===== src/rtl/rpn_stack_engine.sv =====
// RPN calculator core: key decode, digit entry, operand stack, and an iterative
// double-dabble converter that produces the four BCD characters for the display.
module rpn_stack_engine #(
  parameter int unsigned DEPTH = 8
) (
  input  logic        clk_i,
  input  logic        rst_i,
  input  logic        key_valid_i,
  input  logic [4:0]  key_code_i,
  output logic        key_ready_o,
  output logic [15:0] numbers_o,
  output logic        err_o,
  output logic [3:0]  depth_o
);

  localparam int unsigned IdxW  = (DEPTH > 1) ? $clog2(DEPTH) : 1;
  localparam int unsigned Slots = 1 << IdxW;
  localparam logic [3:0]  DepthMax = 4'(DEPTH);
  localparam logic [13:0] ValMax   = 14'd9999;

  localparam logic [4:0] KeyEnter = 5'h10;
  localparam logic [4:0] KeyAdd   = 5'h11;
  localparam logic [4:0] KeySub   = 5'h12;
  localparam logic [4:0] KeyMul   = 5'h13;
  localparam logic [4:0] KeyClear = 5'h14;
  localparam logic [4:0] KeyDrop  = 5'h15;

  typedef enum logic [1:0] {StIdle, StExec, StConv} state_e;

  state_e      state_q;
  logic [4:0]  code_q;
  logic [13:0] entry_q, entry_d;
  logic        ent_act_q, ent_act_d;
  logic        err_q, err_d;
  logic [3:0]  depth_q, depth_d;
  logic [13:0] bin_q;
  logic [15:0] bcd_q;
  logic [3:0]  cnt_q;
  logic [15:0] numbers_q;
  logic [13:0] stack_q [Slots];

  logic [IdxW-1:0] top_idx, sec_idx, wr_idx, disp_idx;
  logic [13:0]     top_val, sec_val, op_a, op_b, op_res, wr_data, disp_val;
  logic [14:0]     sum;
  logic [27:0]     prod;
  logic            op_ovf, wr_en;
  logic [4:0]      eff_depth;
  logic [15:0]     bcd_adj, bcd_shift;

  // Arithmetic datapath: entry acts as the top operand while digit entry is active.
  always_comb begin
    top_idx = IdxW'(depth_q - 4'd1);
    sec_idx = IdxW'(depth_q - 4'd2);
    top_val = stack_q[top_idx];
    sec_val = stack_q[sec_idx];
    op_b    = ent_act_q ? entry_q : top_val;
    op_a    = ent_act_q ? top_val : sec_val;
    sum     = {1'b0, op_a} + {1'b0, op_b};
    prod    = {14'd0, op_a} * {14'd0, op_b};
    op_res  = '0;
    op_ovf  = 1'b0;
    case (code_q)
      KeyAdd: begin
        if (sum > {1'b0, ValMax}) begin
          op_res = ValMax;
          op_ovf = 1'b1;
        end else begin
          op_res = sum[13:0];
        end
      end
      KeySub: begin
        if (op_a < op_b) begin
          op_res = '0;
          op_ovf = 1'b1;
        end else begin
          op_res = op_a - op_b;
        end
      end
      default: begin
        if (prod > {14'd0, ValMax}) begin
          op_res = ValMax;
          op_ovf = 1'b1;
        end else begin
          op_res = prod[13:0];
        end
      end
    endcase
  end

  // Next architectural state for the key latched in code_q, plus the value to display.
  always_comb begin
    entry_d   = entry_q;
    ent_act_d = ent_act_q;
    err_d     = err_q;
    depth_d   = depth_q;
    wr_en     = 1'b0;
    wr_idx    = top_idx;
    wr_data   = op_res;
    eff_depth = {1'b0, depth_q} + {4'd0, ent_act_q};
    if (code_q <= 5'd9) begin
      if (!ent_act_q) begin
        entry_d   = {10'd0, code_q[3:0]};
        ent_act_d = 1'b1;
      end else if (entry_q < 14'd1000) begin
        entry_d = 14'(entry_q * 14'd10) + {10'd0, code_q[3:0]};
      end
    end else begin
      case (code_q)
        KeyEnter: begin
          if (depth_q == DepthMax) begin
            err_d = 1'b1;
          end else begin
            wr_en     = 1'b1;
            wr_idx    = IdxW'(depth_q);
            wr_data   = ent_act_q ? entry_q : 14'd0;
            depth_d   = depth_q + 4'd1;
            ent_act_d = 1'b0;
          end
        end
        KeyAdd, KeySub, KeyMul: begin
          if (eff_depth < 5'd2) begin
            err_d = 1'b1;
          end else begin
            wr_en     = 1'b1;
            wr_data   = op_res;
            ent_act_d = 1'b0;
            // With an active entry the implicit push and the pop cancel out.
            if (ent_act_q) begin
              wr_idx = top_idx;
            end else begin
              wr_idx  = sec_idx;
              depth_d = depth_q - 4'd1;
            end
            if (op_ovf) err_d = 1'b1;
          end
        end
        KeyClear: begin
          depth_d   = '0;
          entry_d   = '0;
          ent_act_d = 1'b0;
          err_d     = 1'b0;
        end
        KeyDrop: begin
          if (ent_act_q) begin
            ent_act_d = 1'b0;
            entry_d   = '0;
          end else if (depth_q != 4'd0) begin
            depth_d = depth_q - 4'd1;
          end else begin
            err_d = 1'b1;
          end
        end
        default: ;
      endcase
    end
    disp_idx = IdxW'(depth_d - 4'd1);
    if (ent_act_d) begin
      disp_val = entry_d;
    end else if (depth_d == 4'd0) begin
      disp_val = '0;
    end else if (wr_en && (wr_idx == disp_idx)) begin
      disp_val = wr_data;
    end else begin
      disp_val = stack_q[disp_idx];
    end
  end

  // One double-dabble step: add 3 to each nibble >= 5, then shift in the next binary bit.
  always_comb begin
    bcd_adj = bcd_q;
    for (int i = 0; i < 4; i++) begin
      if (bcd_q[4*i +: 4] >= 4'd5) bcd_adj[4*i +: 4] = bcd_q[4*i +: 4] + 4'd3;
    end
    bcd_shift = {bcd_adj[14:0], bin_q[13]};
  end

  // Control FSM with registered state, flags and display output.
  always_ff @(posedge clk_i or posedge rst_i) begin
    if (rst_i) begin
      state_q   <= StIdle;
      code_q    <= '0;
      entry_q   <= '0;
      ent_act_q <= 1'b0;
      err_q     <= 1'b0;
      depth_q   <= '0;
      bin_q     <= '0;
      bcd_q     <= '0;
      cnt_q     <= '0;
      numbers_q <= '0;
    end else begin
      case (state_q)
        StIdle: begin
          if (key_valid_i) begin
            code_q  <= key_code_i;
            state_q <= StExec;
          end
        end
        StExec: begin
          entry_q   <= entry_d;
          ent_act_q <= ent_act_d;
          err_q     <= err_d;
          depth_q   <= depth_d;
          bin_q     <= disp_val;
          bcd_q     <= '0;
          cnt_q     <= '0;
          state_q   <= StConv;
        end
        StConv: begin
          bcd_q <= bcd_shift;
          bin_q <= {bin_q[12:0], 1'b0};
          cnt_q <= cnt_q + 4'd1;
          if (cnt_q == 4'd13) begin
            // Thousands go to the leftmost character, i.e. the lowest nibble.
            numbers_q <= {bcd_shift[3:0], bcd_shift[7:4], bcd_shift[11:8], bcd_shift[15:12]};
            state_q   <= StIdle;
          end
        end
        default: state_q <= StIdle;
      endcase
    end
  end

  // Stack storage; contents are don't-care after reset so no reset branch.
  always_ff @(posedge clk_i) begin
    if ((state_q == StExec) && wr_en) stack_q[wr_idx] <= wr_data;
  end

  assign key_ready_o = (state_q == StIdle);
  assign numbers_o   = numbers_q;
  assign err_o       = err_q;
  assign depth_o     = depth_q;

endmodule


===== config.mk =====
export PLATFORM = sky130hd
export DESIGN_NAME = rpn_stack_engine
export DESIGN_NICKNAME = d
export VERILOG_FILES = /design/src/rtl/rpn_stack_engine.sv
export SDC_FILE = /design/constraint.sdc
export NUM_CORES = 1
export LEC_CHECK = 0
export CAP_MARGIN = 20
export CORE_ASPECT_RATIO = 0.7
export CORE_MARGIN = 1.5
export CORE_UTILIZATION = 40
export DETAILED_ROUTE_END_ITERATION = 12
export HOLD_SLACK_MARGIN = 0.15
export SLEW_MARGIN = 20
export SYNTH_ARGS = -nofsm -noshare
export SYNTH_HDL_FRONTEND = slang
export SYNTH_SLANG_ARGS = --single-unit

===== constraint.sdc =====
create_clock -name clk_i -period 10.7 [get_ports clk_i]
set_input_delay 2.14 -clock clk_i [delete_from_list [all_inputs] [get_ports clk_i]]
set_output_delay 2.14 -clock clk_i [all_outputs]
set_load 0.02 [all_outputs]

==> metrics.md, run 1 <==
| Metric | Value |
|---|---|
| Fin Setup TNS | `0 ps` |
| DIE HEIGHT | `194 um` |
| Root Buffer Master | `clkbuf_16` |
| Total core area | `0.0510 mm2` |
| Clock sink total | `189` |
| Setup CP Type | `register to register` |
| Cts hold-fix bufs | `0` |
| Worst slew pin tran | `1090 ps` |
| First-pass GRT wire length | `99.5 mm` |
| Post-synthesis async set-or-reset flop share | `0.407` |
| Grt ovf | `0` |
| Pre-CTS WS | `721 ps` |
| Sequential share of the synthesized area | `0.255` |
| Final Critical Period | `10190 ps` |
| Hold endpoint | `numbers_o[5]` |
| HPWL Detailed | `49.2 mm` |
| Netlist cell types | `95` |
| Largest net degree at the start of global routing | `78` |
| Layout cells sized above 1 | `0.112` |
| Clock Pin Slew Worst Setup and Hold Paths | `90 ps` |
| Relative slew slack | `0.270` |
| Post_cts resized | `0` |
| Post-synth top area share | `0.162` |
| MaxCap Viol Count | `0` |
| Port Buf Inserts | `29` |
| Drt pass-1 iters | `9` |
| Clock tree buffer depth | `2` |
| Register-to-Register Path Depth | `30` |
| Global placement routability congestion | `0.947` |
| R2R Setup Slk | `510 ps` |
| Hold Crit Depth | `2` |
| Post-synth top area cell | `edfxtp_1` |
| Final worst slack | `514 ps` |
| Worst r2r src | `depth_o[2]` |
| Layout area overhead | `8.32%` |
| Slew Viols, Final | `0` |
| Syn Std Cell Area | `0.0207 mm2` |
| Number of global-route vias before repair | `16300` |
| Die area | `0.0533 mm2` |
| Max incr delay on CP | `660 ps` |
| Most common cell after layout, fill and taps aside | `inv_1` |
| Final Hold Fails | `0` |
| CTS tree | `yes` |
| Setup violators final | `0` |
| Crit Path Max Fanout | `15` |
| Synth Flop Type | `edfxtp_1` |
| CP startpoint kind | `register` |
| H-tree lvl count | `4` |
| Synth Instances | `2128` |
| Antenna Violating Nets Remaining | `0` |
| Final nets | `2436` |
| Routed vias | `17000` |
| Area contributors post-synth | `edfxtp_1 (16%), fa_1 (14%), ha_1 (9.9%), dfrtp_1 (9.3%), mux4_2 (8.0%)` |
| WL per Instance | `22.8 um` |
| Post-synth EDFFs | `112` |
| GRT Total Usage | `0.245` |
| Num CTS Buffers | `17` |
| Initial Util | `0.407` |
| Worst-skew pair later-pin latency | `470 ps` |
| Slowest CP cell | `dfrtp_1` |
| Layout Utilization | `0.440` |
| Most frequent cell on the critical path | `fa_1` |
| Crit. End Element | `register` |
| Period utilisation layout | `0.952` |
| HP Start | `numbers_o[5]` |
| R2R Path End | `stack_q[4][6]` |
| Syn nets | `2446` |
| Rows | `69` |
| HP Class | `register to register` |
| Worst Skew | `17.9 ps` |
| Commonest non-fill, non-tap cells in the layout | `inv_1 (231), nand2_1 (216), ha_1 (164)` |
| Drt initial violations | `2130` |
| Die Wd | `275 um` |
| FMAX | `98.2 MHz` |
| Worst Path Required | `10950 ps` |
| Post-CTS Setup Repair Bufs | `0` |
| Worst EP arrival | `10430 ps` |
| FF+latch count, synth | `189` |
| Post-Route WL | `64.1 mm` |
| Synth Area per Inst | `9.75 um2` |
| Yosys warnings | `0` |
| Status | `finished with violations` |
| # DRC | `4` |
| Initial antenna violation count | `1` |
| Vias per cell | `6.07` |
| Total I/O pin count | `30` |
| RSZ-0062 raised after global routing | `no` |
| Failing checks | `DRC` |
## area by class of cell
type / count / area [um2]
Antenna cell: 2 / 5.00
Clock buffer: 17 / 425
Clock inverter: 15 / 201
Fill cell: 4789 / 28500
Inverter: 239 / 898
Multi-Input combinational cell: 1591 / 14100
Sequential cell: 189 / 5300
Tap cell: 674 / 843
Timing Repair Buffer: 80 / 702
## Yosys cell counts (all sizes together) (10+ instances only)
cell type  instances
nor2b             14
nor2             160
o21a              18
dfrtp             77
a31oi             13
nand4             16
nor4              12
nor3              28
mux2i             37
o211ai            19
and2              43
xor2              24
o22ai             17
a21o              16
nand3             27
nor3b             15
fa               145
or3               17
a221oi            10
xnor2             29
a211oi            15
buf               42
edfxtp           112
mux4              82
o21ai            119
nand2b            23
o221ai            11
a21oi            112
clkbuf            67
nand2            217
a22oi             11
o311ai            11
mux2              39
ha               165
inv              234
## state kept, by name (all words and copies together) (netlist names), 2 cells and up
name and cells:
bcd_q 16, bin_q 14, cnt_q 4, code_q 5, depth_o 4, entry_q 14, numbers_o 16, stack_q 112
state_q 2
## metrics by stage
stage          hold WS [ps]  std cells  area, um2
2_1_floorplan           482       2128      20700
5_1_grt                 509       2805      22500
3_3_place_gp            470       2773      21800
6_report                483       2807      22500
3_5_place_dp            470       2773      21800
4_1_cts                 488       2805      22500
## how the worst max path moves through the flow
| stage | start | to | slack [ps] | depth (start not counted) |
|---|---|---|---|---|
| after floorplan | depth_o[1] | bin_q[9] | 590 | 36 |
| after global placement | depth_o[0] | stack_q[3][8] | 960 | 30 |
| after detailed placement | depth_o[0] | stack_q[5][8] | 720 | 30 |
| after CTS | depth_o[0] | stack_q[1][8] | 670 | 30 |
| after global routing | depth_o[0] | stack_q[1][6] | 160 | 32 |
| final | depth_o[2] | stack_q[4][6] | 510 | 30 |
## kinds of logic (layout without fill, tap and decap cells)
| family | count (synthesis) | count (layout) | synth area share |
|---|---|---|---|
| other | 0 | 2 | 0 |
| AND/OR/NAND/NOR | 604 | 604 | 0.138 |
| multiplexers | 158 | 158 | 0.129 |
| flip-flops | 189 | 189 | 0.255 |
| XOR/XNOR | 53 | 53 | 0.0233 |
| adder cells (fa/ha/maj) | 310 | 310 | 0.239 |
| buffers and inverters | 348 | 351 | 0.0663 |
| AO/OA/AOI/OAI | 466 | 466 | 0.149 |
## metal layers
| layer | part of all wire | global-route usage | up-vias |
|---|---|---|---|
| li1 | - | - | 7572 |
| met2 | 0.40 | 0.328 | 883 |
| met5 | 0 | 0 | - |
| met1 | 0.47 | 0.386 | 8503 |
| met3 | 0.12 | 0.0704 | 80 |
| met4 | 0.015 | 0.0453 | 0 |
## critical path, delay by kind of cell, from the launching register on
family	cells	cell delay [ps]
AO/OA/AOI/OAI	7	1980
multiplexers	1	230
AND/OR/NAND/NOR	5	1240
flip-flops	1	660
adder cells (fa/ha/maj)	9	4020
buffers and inverters	8	1770
Power of run 1 is left out: the tool's default activity adds up to more than one toggle a clock period on the data nets, which glitch-free logic cannot reach.
==> run 2: changes to the inputs <==
--- a/config.mk
+++ b/config.mk
@@ -9,6 +9,7 @@
 export CORE_ASPECT_RATIO = 0.7
 export CORE_MARGIN = 1.5
 export CORE_UTILIZATION = 40
+export CTS_BUF_LIST = sky130_fd_sc_hd__clkbuf_2
 export DETAILED_ROUTE_END_ITERATION = 12
 export HOLD_SLACK_MARGIN = 0.15
 export SLEW_MARGIN = 20
==> run 2 against run 1 <==
Largest cell class unchanged. The flow still finishes with violations (DRC). Sequential share of layout area up 0.37 points. Maximum frequency down 0.46%. First-iteration DRC count down 3.8%. Via count down 0.47%. Critical path type unchanged.
==> metrics.md, run 2 (same netlist as run 1, synthesis figures left out) <==
| Metric | Value |
|---|---|
| # DRC | `2 (-2)` |
| Final Critical Period | `10230 ps (+47.4 ps)` |
| Layout cells sized above 1 | `0.112 (unchanged)` |
| Period utilisation layout | `0.956 (+0.00443)` |
| Final Hold Fails | `0 (unchanged)` |
| Crit. End Element | `register` |
| CP delay by family, top | `adder cells` |
| Die Wd | `275 um (unchanged)` |
| CTS tree | `yes` |
| Global placement routability congestion | `0.947 (unchanged)` |
| RSZ-0062 raised after global routing | `no` |
| Relative slew slack | `0.263 (-0.00653)` |
| Post_cts resized | `0 (unchanged)` |
| MaxCap Viol Count | `0 (unchanged)` |
| Setup crit end | `stack_q[1][4]` |
| CP startpoint kind | `register` |
| Num CTS Buffers | `17 (unchanged)` |
| Commonest non-fill, non-tap cells in the layout | `inv_1 (231), nand2_1 (216), ha_1 (164)` |
| Setup violators final | `0 (unchanged)` |
| Slew Viols, Final | `0 (unchanged)` |
| WL per Instance | `22.8 um (about the same)` |
| CP Buf/Inv Count | `8 (unchanged)` |
| Layout area overhead | `6.66%` |
| Fin Setup TNS | `0 ps (unchanged)` |
| Clock sink total | `189 (unchanged)` |
| Grt ovf | `0 (unchanged)` |
| Total I/O pin count | `30 (unchanged)` |
| Post-CTS Setup Repair Bufs | `0 (unchanged)` |
| Initial antenna violation count | `2 (+1)` |
| Die area | `0.0533 mm2 (unchanged)` |
| DIE HEIGHT | `194 um (unchanged)` |
| Largest register by flop count | `stack_q` |
| Worst Skew | `70.3 ps (+52.4 ps)` |
| Max reg flops | `112 (unchanged)` |
| Slowest CP cell | `dfrtp_1` |
| R2R Setup Slk | `470 ps (-50 ps)` |
| Max incr delay on CP | `740 ps (+80 ps)` |
| Total core area | `0.0510 mm2 (unchanged)` |
| Most frequent cell on the critical path | `fa_1` |
| Status | `finished with violations` |
| Worst slew pin tran | `1110 ps (+13.8 ps)` |
| Largest net degree at the start of global routing | `78 (unchanged)` |
| First-pass GRT wire length | `99.5 mm (about the same)` |
| HPWL Detailed | `49.2 mm (unchanged)` |
| Root Buffer Master | `clkbuf_2` |
| Crit Path Max Fanout | `15 (unchanged)` |
| Worst EP arrival | `10890 ps (+460 ps)` |
| Drt initial violations | `2050 (-3.8%)` |
| Antenna Violating Nets Remaining | `0 (unchanged)` |
| Worst-skew pair later-pin latency | `900 ps (+430 ps)` |
| Clock Pin Slew Worst Setup and Hold Paths | `380 ps (+290 ps)` |
| HP Class | `register to register` |
| Port Buf Inserts | `29 (unchanged)` |
| Cts hold-fix bufs | `0 (unchanged)` |
| Number of global-route vias before repair | `16300 (-0.31%)` |
| Drt pass-1 iters | `9 (unchanged)` |
| Post-Route WL | `64.1 mm (about the same)` |
| Most common cell after layout, fill and taps aside | `inv_1` |
| FMAX | `97.7 MHz (-0.46%)` |
| H-tree lvl count | `4 (unchanged)` |
| Initial Util | `0.407 (unchanged)` |
| Vias per cell | `6.04 (-0.43%)` |
| Worst Setup SP | `depth_o[2]` |
| Clock tree buffer depth | `2 (unchanged)` |
| Worst r2r src | `depth_o[2]` |
| Final nets | `2436 (unchanged)` |
| Routed vias | `17000 (-0.47%)` |
| R2R Path End | `stack_q[1][4]` |
| Worst Path Required | `11350 ps (+400 ps)` |
| Setup CP Type | `register to register` |
| GRT Total Usage | `0.244 (-0.000448)` |
| Failing checks | `DRC` |
| Rows | `69 (unchanged)` |
| Register-to-Register Path Depth | `30 (unchanged)` |
| Instance count on the critical path | `30 (unchanged)` |
==> run 2: changes by cell type in the layout (fill, tap and decap cells not counted) <==
cell,previous run,this run
diode_2,2,1
clkbuf_16,17,0
clkbuf_2,0,17
==> run 2: cell type report <==
type,count,area (um2)
Timing Repair Buffer,80,702
Multi-Input combinational cell,1591,14100
Antenna cell,1,2.50
Clock inverter,15,201
Sequential cell,189,5300
Fill cell,4828,28900
Tap cell,674,843
Inverter,239,898
Clock buffer,17,85.1
==> run 2: tightest hold or removal path, stage by stage, from the launching register on <==
cell	delay, ps
dfrtp_1	420
nand2_1	40
o21ai_0	60
==> run 2: worst min-delay path by stage <==
stage	startpoint	to	slack (ps)	cells after the start
floorplan	bin_q[13]	bcd_q[0]	480	2
global placement	numbers_o[0]	numbers_o[0]	470	2
detailed placement	numbers_o[0]	numbers_o[0]	470	2
CTS	numbers_o[0]	numbers_o[0]	530	2
global route	numbers_o[5]	numbers_o[5]	550	2
finish	numbers_o[0]	numbers_o[0]	520	2
==> run 2: routing by layer <==
layer | up-vias | share of wire | track usage
li1 | 7570 | - | -
met1 | 8440 | 0.46 | 0.388
met3 | 58 | 0.12 | 0.0678
met4 | 2 | 0.011 | 0.0346
met2 | 888 | 0.40 | 0.331
met5 | - | 0.00020 | 0
==> run 2: metrics by stage <==
stage | hold WS [ps] | area (um2) | worst slack (ps) | utilization | std cells
4_1_cts | 528 | 22100 | 622 | 0.434 | 2805
6_report | 523 | 22100 | 467 | 0.434 | 2806
3_3_place_gp | 470 | 21800 | 957 | 0.428 | 2773
5_1_grt | 549 | 22100 | 111 | 0.434 | 2806
3_5_place_dp | 470 | 21800 | 721 | 0.428 | 2773
2_1_floorplan | 482 | 20700 | 594 | - | 2128
Power of run 2 is left out for the same reason.
